==> src/rtl/loader_pkg.sv <==
// Shared types and constants for the program loader: FSM state encoding,
// stream framing constants and small state-decode helpers.
package loader_pkg;

    localparam int HDR_BYTES      = 2;
    localparam int BYTES_PER_WORD = 4;

    typedef enum logic [2:0] {
        IDLE  = 3'd0,
        LEN0  = 3'd1,
        LEN1  = 3'd2,
        DATA  = 3'd3,
        WRITE = 3'd4,
        CHECK = 3'd5,
        DONE  = 3'd6,
        ERROR = 3'd7
    } state_e;

    // States in which the loader consumes a byte from the host stream.
    function automatic logic accepts_bytes(input state_e s);
        return s inside {LEN0, LEN1, DATA, CHECK};
    endfunction

    function automatic logic is_busy(input state_e s);
        return s inside {LEN0, LEN1, DATA, WRITE, CHECK};
    endfunction

endpackage

==> src/rtl/word_packer.sv <==
// Little-endian byte-to-word assembler: byte k of a word lands in lane k.
// word_o already includes the byte being loaded this cycle.
module word_packer
    import loader_pkg::*;
(
    input  logic                          clk,
    input  logic                          rst_n,
    input  logic                          clear_i,
    input  logic                          load_i,
    input  logic [7:0]                    byte_i,
    output logic [8*BYTES_PER_WORD-1:0]   word_o,
    output logic                          last_o
);
    localparam int IDX_W = $clog2(BYTES_PER_WORD);

    logic [IDX_W-1:0] idx_q;

    always_ff @(posedge clk or negedge rst_n) begin
        if (!rst_n) begin
            idx_q <= '0;
        end else if (clear_i) begin
            idx_q <= '0;
        end else if (load_i) begin
            idx_q <= idx_q + 1'b1;
        end
    end

    assign last_o = (idx_q == IDX_W'(BYTES_PER_WORD - 1));

    genvar gi;
    generate
        for (gi = 0; gi < BYTES_PER_WORD; gi++) begin : g_lane
            logic [7:0] lane_q;
            logic       lane_hit;

            assign lane_hit = load_i && (idx_q == IDX_W'(gi));

            always_ff @(posedge clk or negedge rst_n) begin
                if (!rst_n) begin
                    lane_q <= '0;
                end else if (clear_i) begin
                    lane_q <= '0;
                end else if (lane_hit) begin
                    lane_q <= byte_i;
                end
            end

            // Bypass lets the caller capture a full word on the 4th byte's edge.
            assign word_o[8*gi +: 8] = lane_hit ? byte_i : lane_q;
        end
    endgenerate

endmodule

==> src/rtl/program_loader.sv <==
// Loads a length-prefixed byte image into instruction memory, holding the core
// in reset until done. Define LOADER_CHECKSUM_EN for a trailing XOR check byte.
module program_loader
    import loader_pkg::*;
#(
    parameter int DEPTH  = 256,
    parameter int ADDR_W = 8
) (
    input  logic              clk,
    input  logic              reset,
    input  logic              load_start,
    input  logic              byte_valid,
    input  logic [7:0]        byte_data,
    output logic              byte_ready,
    output logic              imem_we,
    output logic [ADDR_W-1:0] imem_addr,
    output logic [31:0]       imem_wdata,
    output logic              core_hold,
    output logic              busy,
    output logic              done,
    output logic              err
);
`ifdef LOADER_CHECKSUM_EN
    localparam state_e LAST_WORD_NEXT = CHECK;
`else
    localparam state_e LAST_WORD_NEXT = DONE;
`endif

    state_e            state_q, state_d;
    logic [15:0]       n_q, n_d;
    logic [15:0]       count_q, count_d;
    logic [ADDR_W-1:0] addr_q, addr_d;
    logic [31:0]       wdata_q, wdata_d;

    logic              accept;
    logic [15:0]       n_full;
    logic [15:0]       count_inc;

    logic              pk_clear;
    logic              pk_load;
    logic              pk_last;
    logic [31:0]       pk_word;

`ifdef LOADER_CHECKSUM_EN
    logic [7:0]        csum_q, csum_d;
`endif

    assign byte_ready = accepts_bytes(state_q);
    assign accept     = byte_valid && byte_ready;
    assign n_full     = {byte_data, n_q[7:0]};
    assign count_inc  = count_q + 16'd1;

    word_packer u_packer (
        .clk     (clk),
        .rst_n   (reset),
        .clear_i (pk_clear),
        .load_i  (pk_load),
        .byte_i  (byte_data),
        .word_o  (pk_word),
        .last_o  (pk_last)
    );

    always_comb begin
        state_d  = state_q;
        n_d      = n_q;
        count_d  = count_q;
        addr_d   = addr_q;
        wdata_d  = wdata_q;
        pk_clear = 1'b0;
        pk_load  = 1'b0;
`ifdef LOADER_CHECKSUM_EN
        csum_d   = csum_q;
        if (accept) begin
            csum_d = csum_q ^ byte_data;
        end
`endif

        case (state_q)
            IDLE, DONE, ERROR: begin
                if (load_start) begin
                    state_d  = LEN0;
                    n_d      = '0;
                    count_d  = '0;
                    addr_d   = '0;
                    pk_clear = 1'b1;
`ifdef LOADER_CHECKSUM_EN
                    csum_d   = '0;
`endif
                end
            end

            LEN0: begin
                if (accept) begin
                    n_d[7:0] = byte_data;
                    state_d  = LEN1;
                end
            end

            LEN1: begin
                if (accept) begin
                    n_d = n_full;
                    if (n_full == 16'd0) begin
                        state_d = DONE;
                    end else if (32'(n_full) > 32'(DEPTH)) begin
                        // Rejecting oversize images keeps imem_addr inside DEPTH.
                        state_d = ERROR;
                    end else begin
                        state_d  = DATA;
                        pk_clear = 1'b1;
                    end
                end
            end

            DATA: begin
                if (accept) begin
                    pk_load = 1'b1;
                    if (pk_last) begin
                        wdata_d = pk_word;
                        addr_d  = count_q[ADDR_W-1:0];
                        state_d = WRITE;
                    end
                end
            end

            WRITE: begin
                count_d = count_inc;
                state_d = (count_inc == n_q) ? LAST_WORD_NEXT : DATA;
            end

`ifdef LOADER_CHECKSUM_EN
            CHECK: begin
                if (accept) begin
                    state_d = ((csum_q ^ byte_data) == 8'h00) ? DONE : ERROR;
                end
            end
`endif

            default: begin
                state_d = IDLE;
            end
        endcase
    end

    always_ff @(posedge clk or negedge reset) begin
        if (!reset) begin
            state_q <= IDLE;
            n_q     <= '0;
            count_q <= '0;
            addr_q  <= '0;
            wdata_q <= '0;
        end else begin
            state_q <= state_d;
            n_q     <= n_d;
            count_q <= count_d;
            addr_q  <= addr_d;
            wdata_q <= wdata_d;
        end
    end

`ifdef LOADER_CHECKSUM_EN
    always_ff @(posedge clk or negedge reset) begin
        if (!reset) begin
            csum_q <= '0;
        end else begin
            csum_q <= csum_d;
        end
    end
`endif

    assign imem_we    = (state_q == WRITE);
    assign imem_addr  = addr_q;
    assign imem_wdata = wdata_q;
    assign busy       = is_busy(state_q);
    assign done       = (state_q == DONE);
    assign err        = (state_q == ERROR);
    assign core_hold  = (state_q != DONE);

endmodule

==> config.mk <==
export PLATFORM = sky130hd
export DESIGN_NAME = program_loader
export DESIGN_NICKNAME = d
export VERILOG_FILES = /design/src/rtl/loader_pkg.sv /design/src/rtl/word_packer.sv /design/src/rtl/program_loader.sv
export SDC_FILE = /design/constraint.sdc
export NUM_CORES = 1
export LEC_CHECK = 0
export ABC_AREA = 1
export CAP_MARGIN = 5
export CELL_PAD_IN_SITES_DETAIL_PLACEMENT = 2
export CELL_PAD_IN_SITES_GLOBAL_PLACEMENT = 2
export CORE_MARGIN = 10
export CORE_UTILIZATION = 34
export CTS_CLUSTER_DIAMETER = 50
export DETAILED_ROUTE_END_ITERATION = 7
export GPL_ROUTABILITY_DRIVEN = 0
export PLACE_DENSITY = 0.91
export SETUP_SLACK_MARGIN = 0.4
export SLEW_MARGIN = 20
export SYNTH_ARGS = -nofsm -noshare
export SYNTH_HDL_FRONTEND = slang
export SYNTH_HIERARCHICAL = 1
export SYNTH_SLANG_ARGS = --single-unit
==> constraint.sdc <==
create_clock -name clk -period 4.49 [get_ports clk]
set_input_delay 0.898 -clock clk [delete_from_list [all_inputs] [get_ports clk]]
set_output_delay 0.898 -clock clk [all_outputs]
set_load 0.02 [all_outputs]
==> results of run 1 <==
-- per-layer routing --
metal	routed length [microns]	up-vias	track usage, %
met2	10200	82	32.4
met5	0	-	0
li1	-	2275	-
met1	7790	2506	19.2
met3	668	28	3.46
met4	388	0	6.72
-- metrics by stage --
stage / cell area [sq um] / util (%) / power [mW] / hold WS [ps] / instances
floorplan: 5660 / - / 2.10 / 500 / 693
global placement: 6400 / 38.9 / 2.41 / 486 / 953
detailed placement: 6400 / 38.9 / 2.55 / 484 / 953
CTS: 6740 / 40.9 / 3.52 / 473 / 969
global route: 6740 / 40.9 / 3.71 / 487 / 969
finish: 6740 / 40.9 / 3.48 / 473 / 969
-- synth_stat cells (all sizes together) --
library cell / number / share of area, %
nand4: 11 / 1.2
nand3: 96 / 8.5
mux2: 32 / 6.4
a2111oi: 1 / 0.49
buf: 15 / 2.0
o21ai: 25 / 2.2
a21oi: 2 / 0.24
ha: 5 / 1.1
o22ai: 14 / 1.5
nand2: 162 / 11
nor2: 70 / 5.5
o31ai: 1 / 0.13
dfrtp: 109 / 48
xor2: 4 / 0.62
nor3: 2 / 0.18
clkinv: 16 / 1.2
xnor2: 1 / 0.15
inv: 117 / 7.8
xnor3: 2 / 0.80
clkbuf: 7 / 0.49
nor4: 1 / 0.11
-- power by group --
| group | leakage [nW] | total [mW] | internal (mW) | switching, mW |
|---|---|---|---|---|
| clock | 0.166 | 0.921 | 0.505 | 0.417 |
| combinational | 1.86 | 1.29 | 0.395 | 0.894 |
| sequential | 1.50 | 1.27 | 1.15 | 0.125 |
-- worst reg2reg max path, stage by stage, from the launching register on --
cell,delay (ps)
dfrtp_1,470
inv_2,100
nor2_4,130
inv_2,70
nor2_4,260
inv_2,100
nor2_4,80
buf_4,380
nand2_2,660
nand2_2,430
nand3_1,140
nand2_1,100
-- state kept, by name (all words and copies together) (netlist names) --
register	cells
imem_wdata	32
u_packer/g_lane.lane_q	32
count_q	16
n_q	16
imem_addr	8
state_q	3
u_packer/idx_q	2
-- layout by cell type, fill, tap and decap left out --
cell,synthesis,layout
xnor2_1,1,1
mux2_4,1,1
ha_1,5,5
bufinv_16,0,2
nor2_1,60,60
buf_4,3,6
nand3_1,96,96
dfrtp_1,109,109
clkinv_8,0,1
clkdlybuf4s50_1,0,56
xnor3_1,2,2
nand2_1,156,156
o21ai_1,4,4
clkinv_1,8,8
mux2_1,1,1
nor4_1,1,1
o31ai_1,1,1
a2111oi_4,1,1
inv_1,105,105
nor2_2,5,5
mux2_2,30,30
o21ai_0,21,20
clkinv_2,8,8
o22ai_1,14,14
xor2_1,4,4
o21ai_2,0,1
inv_2,12,12
inv_6,0,3
nand4_1,11,11
a21oi_1,1,1
clkbuf_16,0,9
a21oi_2,1,1
nor2_4,5,5
nor3_1,2,2
nand2_2,6,6
inv_8,0,1
-- area by class of cell --
cell class	count	area, sq um
sequential	109	2730
inverter	133	509
fill	1883	9730
clock inverter	7	114
timing repair buffer	62	606
tap	220	275
multi-input combinational	429	2280
clock buffer	9	225
-- logic make-up after synthesis --
group                    after synthesis
AO/OA/AOI/OAI                         43
XOR/XNOR                               7
flip-flops                           109
adder cells (fa/ha/maj)                5
multiplexers                          32
AND/OR/NAND/NOR                      342
buffers and inverters                155
-- how the worst max path moves through the flow --
stage,startpoint,to,slack [ps],depth (start not counted)
after CTS,byte_valid,imem_addr[3],1160,8
after detailed placement,byte_valid,imem_addr[3],780,8
after global placement,byte_valid,imem_wdata[10],1050,6
final,byte_valid,imem_addr[3],1210,8
after global routing,byte_valid,imem_addr[3],970,8
after floorplan,byte_valid,imem_wdata[19],2220,9
==> metrics, run 1 <==
status=finished, final reports clean; unrepaired setup endpoints after global routing=false; Clock Tree Buf Depth=2; share of layout cells above drive strength 1=~12%; Starting Density=34.4%; post-route ant nets=0; # IOs=58; post-synthesis mux area share=under 10%; Slowest-stage cell, CP=nand2_2; GRT Total Usage=between 10% and 20%; n_diodes=0; post-CTS setup buffers=0; Synth Area in Simple Gates=a little over a quarter; Post-Synthesis Cells=between 600 and 700; final worst path period share=between 70% and 80%; largest net degree at the start of global routing=44; max-slew violations=0; layout overhead on the synthesized area=19.1%; first-pass GRT wire length=30.8 mm; type of origin of the critical path=input port; net count after synthesis=710; Routed WL per cell=around 20 microns; Relative slew margins=between 30% and 40%; CP Max Fanout=about 40; vias in the first global route=5,616; YS warnings=6; Final Hold Fails=0; Max Cap Viol=0; H-Tree Depth=3; CTS tree=built; hold_buf cts=0; CTS Buf Count=9; Synth Area in Adders=1.11%; min-delay worst type=in -> async; CTS resizes=0; reg2reg setup slack=~1500 ps; Worst-Skew Late Latency=approximately 370 ps; Crit Path Category=in -> reg; Routed WL=19.1 mm; drt initial violations=228; Total Nets Final=around 760; fmax=305 MHz; core box area=around 0.016 sq mm; Leakage=between 3 and 4 nW; worst slew pin tran=986 ps; Peak VDD IR=between 0.2 and 0.25 mV; Die Width=about 150 microns; Port Buf Inserts=57; WP data required=approximately 4800 ps; cell mode on critical path=nand2_2; root buffer cell=clkbuf_16; grt total ovfl=0; P per Cell Area=517 mW/mm^2; number of remaining DRC errors=0; #FFs+latches synth=109; Worst path top cell family by delay=simple AND/OR/NAND/NOR gates; setup TNS=0 ps; total die area=roughly 0.022 sq mm; HPWL Detailed=around 14 mm; Die Ht=149 microns; Arr. time, crit path=between 3000 and 4000 ps; Avg Cell Area, Syn=approximately 8.2 sq um; register area share after synthesis=48.2%; post-synthesis instance area=0.00566 sq mm; CP max stage delay=660 ps; Final Critical Period=approximately 3300 ps; DR vias=between 4,000 and 5,000; post-synthesis compound-gate area fraction=~4.6%; Reg2Reg Depth=11; Clock transition at path regs=~80 ps; Reg-to-Reg Start=state_q[0]; post-synth cell types=33; CTS Sinks=approximately 110; Detailed Routing Iterations Pass 1=5; worst-case clock skew=12.8 ps; Worst Slack Setup Final=~1200 ps; Buf+Inv Stages, Crit Path=3; Cell Chain, Critical Path=clkdlybuf4s50_1 -> inv_1 -> nor2_4 -> buf_4 -> nand2_2 -> nand2_2 -> nand3_1 -> nand2_1; worst setup slack after placement=778 ps; Worst R2R End=imem_addr[3]; Synth Area in XOR/XNOR=between 1.5 and 2%; initial antenna violation count=0; Vias/cell=just over 5; # setup viols final=0; CP Capture Type=flip-flop; main combinational cell family by area after synthesis=simple AND/OR/NAND/NOR gates; Cell Rows=47
No activity file was read; power rests on OpenSTA's default activity.
==> inputs of run 2 (changes only) <==
--- a/config.mk
+++ b/config.mk
@@ -10,11 +10,11 @@
 export CELL_PAD_IN_SITES_DETAIL_PLACEMENT = 2
 export CELL_PAD_IN_SITES_GLOBAL_PLACEMENT = 2
 export CORE_MARGIN = 10
-export CORE_UTILIZATION = 34
+export CORE_UTILIZATION = 31
 export CTS_CLUSTER_DIAMETER = 50
 export DETAILED_ROUTE_END_ITERATION = 7
 export GPL_ROUTABILITY_DRIVEN = 0
-export PLACE_DENSITY = 0.91
+export PLACE_DENSITY = 0.88
 export SETUP_SLACK_MARGIN = 0.4
 export SLEW_MARGIN = 20
 export SYNTH_ARGS = -nofsm -noshare
==> constraint.sdc (replaced) <==
create_clock -name clk -period 2.8 [get_ports clk]
set_input_delay 0.56 -clock clk [delete_from_list [all_inputs] [get_ports clk]]
set_output_delay 0.56 -clock clk [all_outputs]
set_load 0.02 [all_outputs]
==> metrics, run 2 (synthesized netlist as in run 1, its figures left out) <==
Crit Path Category=reg -> out (was in -> reg); fin util=38.3% (was 40.9%); Worst R2R End=imem_wdata[10] (was imem_addr[3]); min-delay worst type=in -> async (unchanged); hold slack=215 ps (was 473 ps); commonest cells after routing, fill and taps aside=nand2_1 (156), inv_1 (105), dfrtp_1 (105) (was nand2_1 (156), dfrtp_1 (109), inv_1 (105)); Port Buf Inserts=57 (unchanged); P per Cell Area=820 mW/mm^2 (was 517 mW/mm^2); hold_buf cts=0 (unchanged); Max Cap Viol=0 (unchanged); unrepaired setup endpoints after global routing=true (was false); H-Tree Depth=3 (unchanged); n_diodes=0 (unchanged); status=finished, final reports clean (unchanged); share of layout cells above drive strength 1=14.8% (was 12.3%); worst setup slack after placement=348 ps (was 778 ps); # setup viols final=0 (unchanged); first-pass GRT wire length=29.6 mm (was 30.8 mm); Worst Slack Setup Final=516 ps (was 1210 ps); total die area=0.0240 sq mm (was 0.0222 sq mm); Peak VDD IR=0.324 mV (was 0.250 mV); Post-Place Cells=971 (was 953); register area=0.00273 sq mm (about the same); Overall Power=5.64 mW (was 3.48 mW); Arr. time, crit path=1720 ps (was 3580 ps); Critical path origin=state_q[1] (was byte_valid); Reg-to-Reg Start=state_q[0] (unchanged); Leakage=3.62 nW (was 3.53 nW); fmax=~440 MHz; Final Hold Fails=0 (unchanged); placed instance area=0.00649 sq mm (was 0.00640 sq mm); reg2reg setup slack=540 ps (was 1500 ps); Worst-Skew Late Latency=360 ps (was 370 ps); grt total ovfl=0 (unchanged); FILL cells=2,063 (was 1,883); largest net degree at the start of global routing=45 (was 44); CP Max Fanout=5 (was 41); worst slew pin tran=609 ps (was 986 ps); Die Width=155 microns (was 149 microns); CTS Buf Count=9 (unchanged); core box area=0.0180 sq mm (was 0.0165 sq mm); Starting Density=31.5% (was 34.4%); final worst path period share=81.6%; CP max stage delay=410 ps (was 660 ps); Detailed Routing Iterations Pass 1=4 (was 5); initial antenna violation count=0 (unchanged); worst-case clock skew=7.90 ps (was 12.8 ps); Total Nets Final=771 (was 761); Cell Rows=49 (was 47); type of origin of the critical path=flip-flop (was input port); vias in the first global route=5,540 (was 5,616); # IOs=58 (unchanged); CTS Sinks=109 (unchanged); drt initial violations=162 (was 228); Clock Tree Buf Depth=2 (unchanged); WP data required=2240 ps (was 4790 ps); DR vias=4,793 (was 4,891); CTS tree=built (unchanged); Slowest-stage cell, CP=dfrtp_2 (was nand2_2); setup TNS=0 ps (unchanged); number of remaining DRC errors=0 (unchanged); post-route ant nets=0 (unchanged); Non-Filler Instances=988 (was 969); Final Cell Area=0.00688 sq mm (was 0.00674 sq mm); Cell Chain, Critical Path=inv_2 -> nor2_1 -> inv_1 -> o21ai_1 -> nor2_2 -> inv_2 -> clkdlybuf4s15_2 (was clkdlybuf4s50_1 -> inv_1 -> nor2_4 -> buf_4 -> nand2_2 -> nand2_2 -> nand3_1 -> nand2_1); CP Capture Type=output pin (was flip-flop); Routed WL per cell=18.1 microns (was 19.7 microns); Clock transition at path regs=80 ps (about the same); Die Ht=155 microns (was 149 microns); HPWL Detailed=13.2 mm (was 13.5 mm); GRT Total Usage=15.3% (was 17.5%); Reg2Reg Depth=10 (was 11); commonest non-fill, non-tap cell in the layout=nand2_1 (unchanged); Vias/cell=4.85 (was 5.05); Routed WL=17.9 mm (was 19.1 mm); area of the multi-input gates=0.00230 sq mm (was 0.00228 sq mm); Final Critical Period=about 2300 ps; max-slew violations=0 (unchanged); Relative slew margins=59.4% (was 34.1%); cell mode on critical path=inv_2 (was nand2_2); root buffer cell=clkbuf_16 (unchanged); layout overhead on the synthesized area=21.6% (was 19.1%)
run 2: area by class of cell:
class	instances	share of cell area, %
clock inverter	6	1.73
sequential	109	39.7
tap	229	4.16
clock buffer	10	3.47
multi-input combinational	429	33.4
timing repair buffer	72	10.1
inverter	133	7.40
run 2: critical path: cells and delay by family (launching register included):
family,cells,cell delay [ps]
AOI/OAI and AO/OA,1,140
and+or+nand+nor,2,270
buffers and inverters,4,540
DFF,1,410
run 2: metal layers:
layer,part of all wire (%),up-vias,global-route usage (%),wire length [microns]
met2,53,59,27.7,9410
met4,1.7,0,4.86,312
met3,3.2,24,3.12,579
li1,-,2286,-,-
met1,42,2424,17.6,7600
met5,0,-,0,0
run 2: worst max path at each step:
stage                                         endpoint  cells past startpoint
after CTS                                      imem_we                      5
after global routing                        state_q[0]                     16
after floorplan           u_packer/g_lane[0].lane_q[0]                     11
final                                             busy                      7
after global placement                         imem_we                      5
after detailed placement                       imem_we                      5
run 2: repair_timing:
item | CTS | global route
setup buffers | 0 | 1
hold endpoints to repair | 0 | 0
pin swaps | 0 | 1
cloned | 0 | 0
endpoints found under the setup margin | 3 | 11
resized for setup | 6 | 13
run 2: power breakdown:
group / switching, mW / internal (mW)
logic: 1.43 / 0.675
clock network: 0.604 / 0.908
registers: 0.184 / 1.84
==> inputs of run 3 (changes only) <==
--- a/config.mk
+++ b/config.mk
@@ -10,11 +10,11 @@
 export CELL_PAD_IN_SITES_DETAIL_PLACEMENT = 2
 export CELL_PAD_IN_SITES_GLOBAL_PLACEMENT = 2
 export CORE_MARGIN = 10
-export CORE_UTILIZATION = 31
+export CORE_UTILIZATION = 34
 export CTS_CLUSTER_DIAMETER = 50
 export DETAILED_ROUTE_END_ITERATION = 7
 export GPL_ROUTABILITY_DRIVEN = 0
-export PLACE_DENSITY = 0.88
+export PLACE_DENSITY = 0.91
 export SETUP_SLACK_MARGIN = 0.4
 export SLEW_MARGIN = 20
 export SYNTH_ARGS = -nofsm -noshare
==> constraint.sdc (replaced) <==
create_clock -name clk -period 2.4 [get_ports clk]
set_input_delay 0.48 -clock clk [delete_from_list [all_inputs] [get_ports clk]]
set_output_delay 0.48 -clock clk [all_outputs]
set_load 0.02 [all_outputs]
==> metrics, run 3 (synthesized netlist as in run 1, its figures left out) <==
Detailed Routing Iterations Pass 1=4 (unchanged); Cell Rows=47 (was 49); clock power share=21.6% (was 26.8%); total die area=0.0222 sq mm (was 0.0240 sq mm); min-delay worst type=in -> async (unchanged); first-pass GRT wire length=33.0 mm (was 29.6 mm); Peak VDD IR=0.382 mV (was 0.324 mV); grt total ovfl=0 (unchanged); fmax=~450 MHz; Total Nets Final=821 (was 771); # setup viols final=0 (unchanged); layout overhead on the synthesized area=32.9% (was 21.6%); Die Width=149 microns (was 155 microns); CP Max Fanout=5 (unchanged); Starting Density=34.4% (was 31.5%); Non-Filler Instances=1,029 (was 988); n_diodes=0 (unchanged); final worst path period share=91.8%; Clock Tree Buf Depth=2 (unchanged); Reg2Reg Depth=16 (was 10); Post-Place Cells=967 (was 971); CTS tree=built (unchanged); vias in the first global route=5,910 (was 5,540); status=finished, final reports clean (unchanged); combinational power share=45.3% (was 37.3%); largest net degree at the start of global routing=51 (was 45); Max Cap Viol=0 (unchanged); Final Critical Period=2200 ps; Worst-Skew Late Latency=380 ps (was 360 ps); Arr. time, crit path=2460 ps (was 1720 ps); Worst R2R End=state_q[0] (was imem_wdata[10]); CP Capture Type=flip-flop (was output pin); Routed WL per cell=24.6 microns (was 18.1 microns); Clock transition at path regs=90 ps (was 80 ps); initial antenna violation count=0 (unchanged); setup TNS=0 ps (unchanged); Die Ht=149 microns (was 155 microns); GRT Total Usage=18.8% (was 15.3%); commonest non-fill, non-tap cell in the layout=nand2_1 (unchanged); WP data required=2660 ps (was 2240 ps); number of remaining DRC errors=0 (unchanged); share of layout cells above drive strength 1=26.6% (was 14.8%); Relative slew margins=62.4% (was 59.4%); type of origin of the critical path=flip-flop (unchanged); DR vias=5,409 (was 4,793); worst-case clock skew=17.8 ps (was 7.90 ps); max-slew violations=0 (unchanged); P per Cell Area=972 mW/mm^2 (was 820 mW/mm^2); unrepaired setup endpoints after global routing=true (unchanged); register share of total power=33.1% (was 35.9%); post-route ant nets=0 (unchanged); sw frac=44.4% (was 39.3%); Vias/cell=5.26 (was 4.85); # IOs=58 (unchanged); CTS Sinks=109 (unchanged); Port Buf Inserts=57 (unchanged); Sw Pwr=3.24 mW (was 2.22 mW); core box area=0.0165 sq mm (was 0.0180 sq mm); root buffer cell=clkbuf_16 (unchanged); worst slew pin tran=563 ps (was 609 ps); Crit Path Category=reg -> reg (was reg -> out); Leakage=3.92 nW (was 3.62 nW); P_int=4.07 mW (was 3.43 mW); hold_buf cts=0 (unchanged); Routed WL=25.3 mm (was 17.9 mm); HPWL Detailed=14.1 mm (was 13.2 mm); Reg-to-Reg Start=count_q[1] (was state_q[0]); Final Hold Fails=0 (unchanged); reg2reg setup slack=200 ps (was 540 ps); H-Tree Depth=3 (unchanged); drt initial violations=312 (was 162); CTS Buf Count=9 (unchanged); commonest cells after routing, fill and taps aside=nand2_1 (136), inv_1 (100), dfrtp_1 (100) (was nand2_1 (156), inv_1 (105), dfrtp_1 (105))
-- run 3: cell count changes in the layout (fill, tap and decap cells not counted), moves of 5 or more --
cell and change:
inv_1 -5, nand2_2 +16, dfrtp_2 +5, buf_4 +36, nand2_1 -20, nand3_1 -8
nand3_2 +7, dfrtp_1 -5, nor2_4 +6, buf_6 +7, nor2_1 -9
-- run 3: cell type report --
cell class                 instances  area (sq um)
fill                            1786          8950
tap                              220           275
sequential                       109          2740
timing repair buffer             122          1190
multi-input combinational        429          2500
clock inverter                     6          61.3
inverter                         133           515
clock buffer                      10           239
-- run 3: worst max-delay path by stage --
stage                     slack (ps)  cells past startpoint                            to    startpoint
after floorplan                  370                     11  u_packer/g_lane[0].lane_q[0]    state_q[1]
after global placement           110                      8  u_packer/g_lane[1].lane_q[6]  byte_data[1]
after detailed placement           5                      8  u_packer/g_lane[2].lane_q[0]  byte_data[2]
after CTS                        130                      5                       imem_we    state_q[2]
after global routing              80                     16                    state_q[0]    count_q[1]
final                            200                     16                    state_q[0]    count_q[1]
-- run 3: critical path: stages (launching register included) --
cell	delay (ps)
dfrtp_2	410
buf_6	130
nand2_2	70
nor2_4	190
nand2_1	160
nand3_1	140
nand2_1	120
inv_1	70
nand2_1	50
nor2_1	110
nand3_1	110
nor2_2	150
nand2_1	110
nand2_1	90
nand2_1	70
nand2_1	60
nand2_1	50
-- run 3: through the flow --
step / setup WS, ps / total power, mW / hold WS, ps / cell area (sq um) / util (%)
floorplan: 373 / 3.94 / 184 / 5660 / -
global placement: 111 / 4.65 / 390 / 6530 / 39.7
detailed placement: 5.00 / 4.89 / 396 / 6530 / 39.7
CTS: 125 / 6.60 / 3.07 / 6980 / 42.4
global route: 84.5 / 7.68 / 12.7 / 7520 / 45.6
finish: 198 / 7.31 / 8.12 / 7520 / 45.6
-- run 3: timing repair --
item,CTS,global route
endpoints found under the setup margin,42,108
buffers inserted,10,31
pin swaps,14,35
gates cloned,0,5
gates resized for setup,38,67
-- run 3: power groups by stage --
stage          clock network [mW]  logic (mW)  registers (mW)
5_1_grt                      1.67        3.56            2.45
2_1_floorplan                   0        1.56            2.38
6_report                     1.58        3.31            2.42
3_5_place_dp                    0        2.49            2.40
4_1_cts                      1.58        2.65            2.37
3_3_place_gp                    0        2.29            2.36
-- run 3: per-layer routing --
metal	GRT usage, %	share of wire, %
met5	0	0
met1	20.6	37
met3	3.73	4.2
met2	35.0	54
met4	6.53	4.6
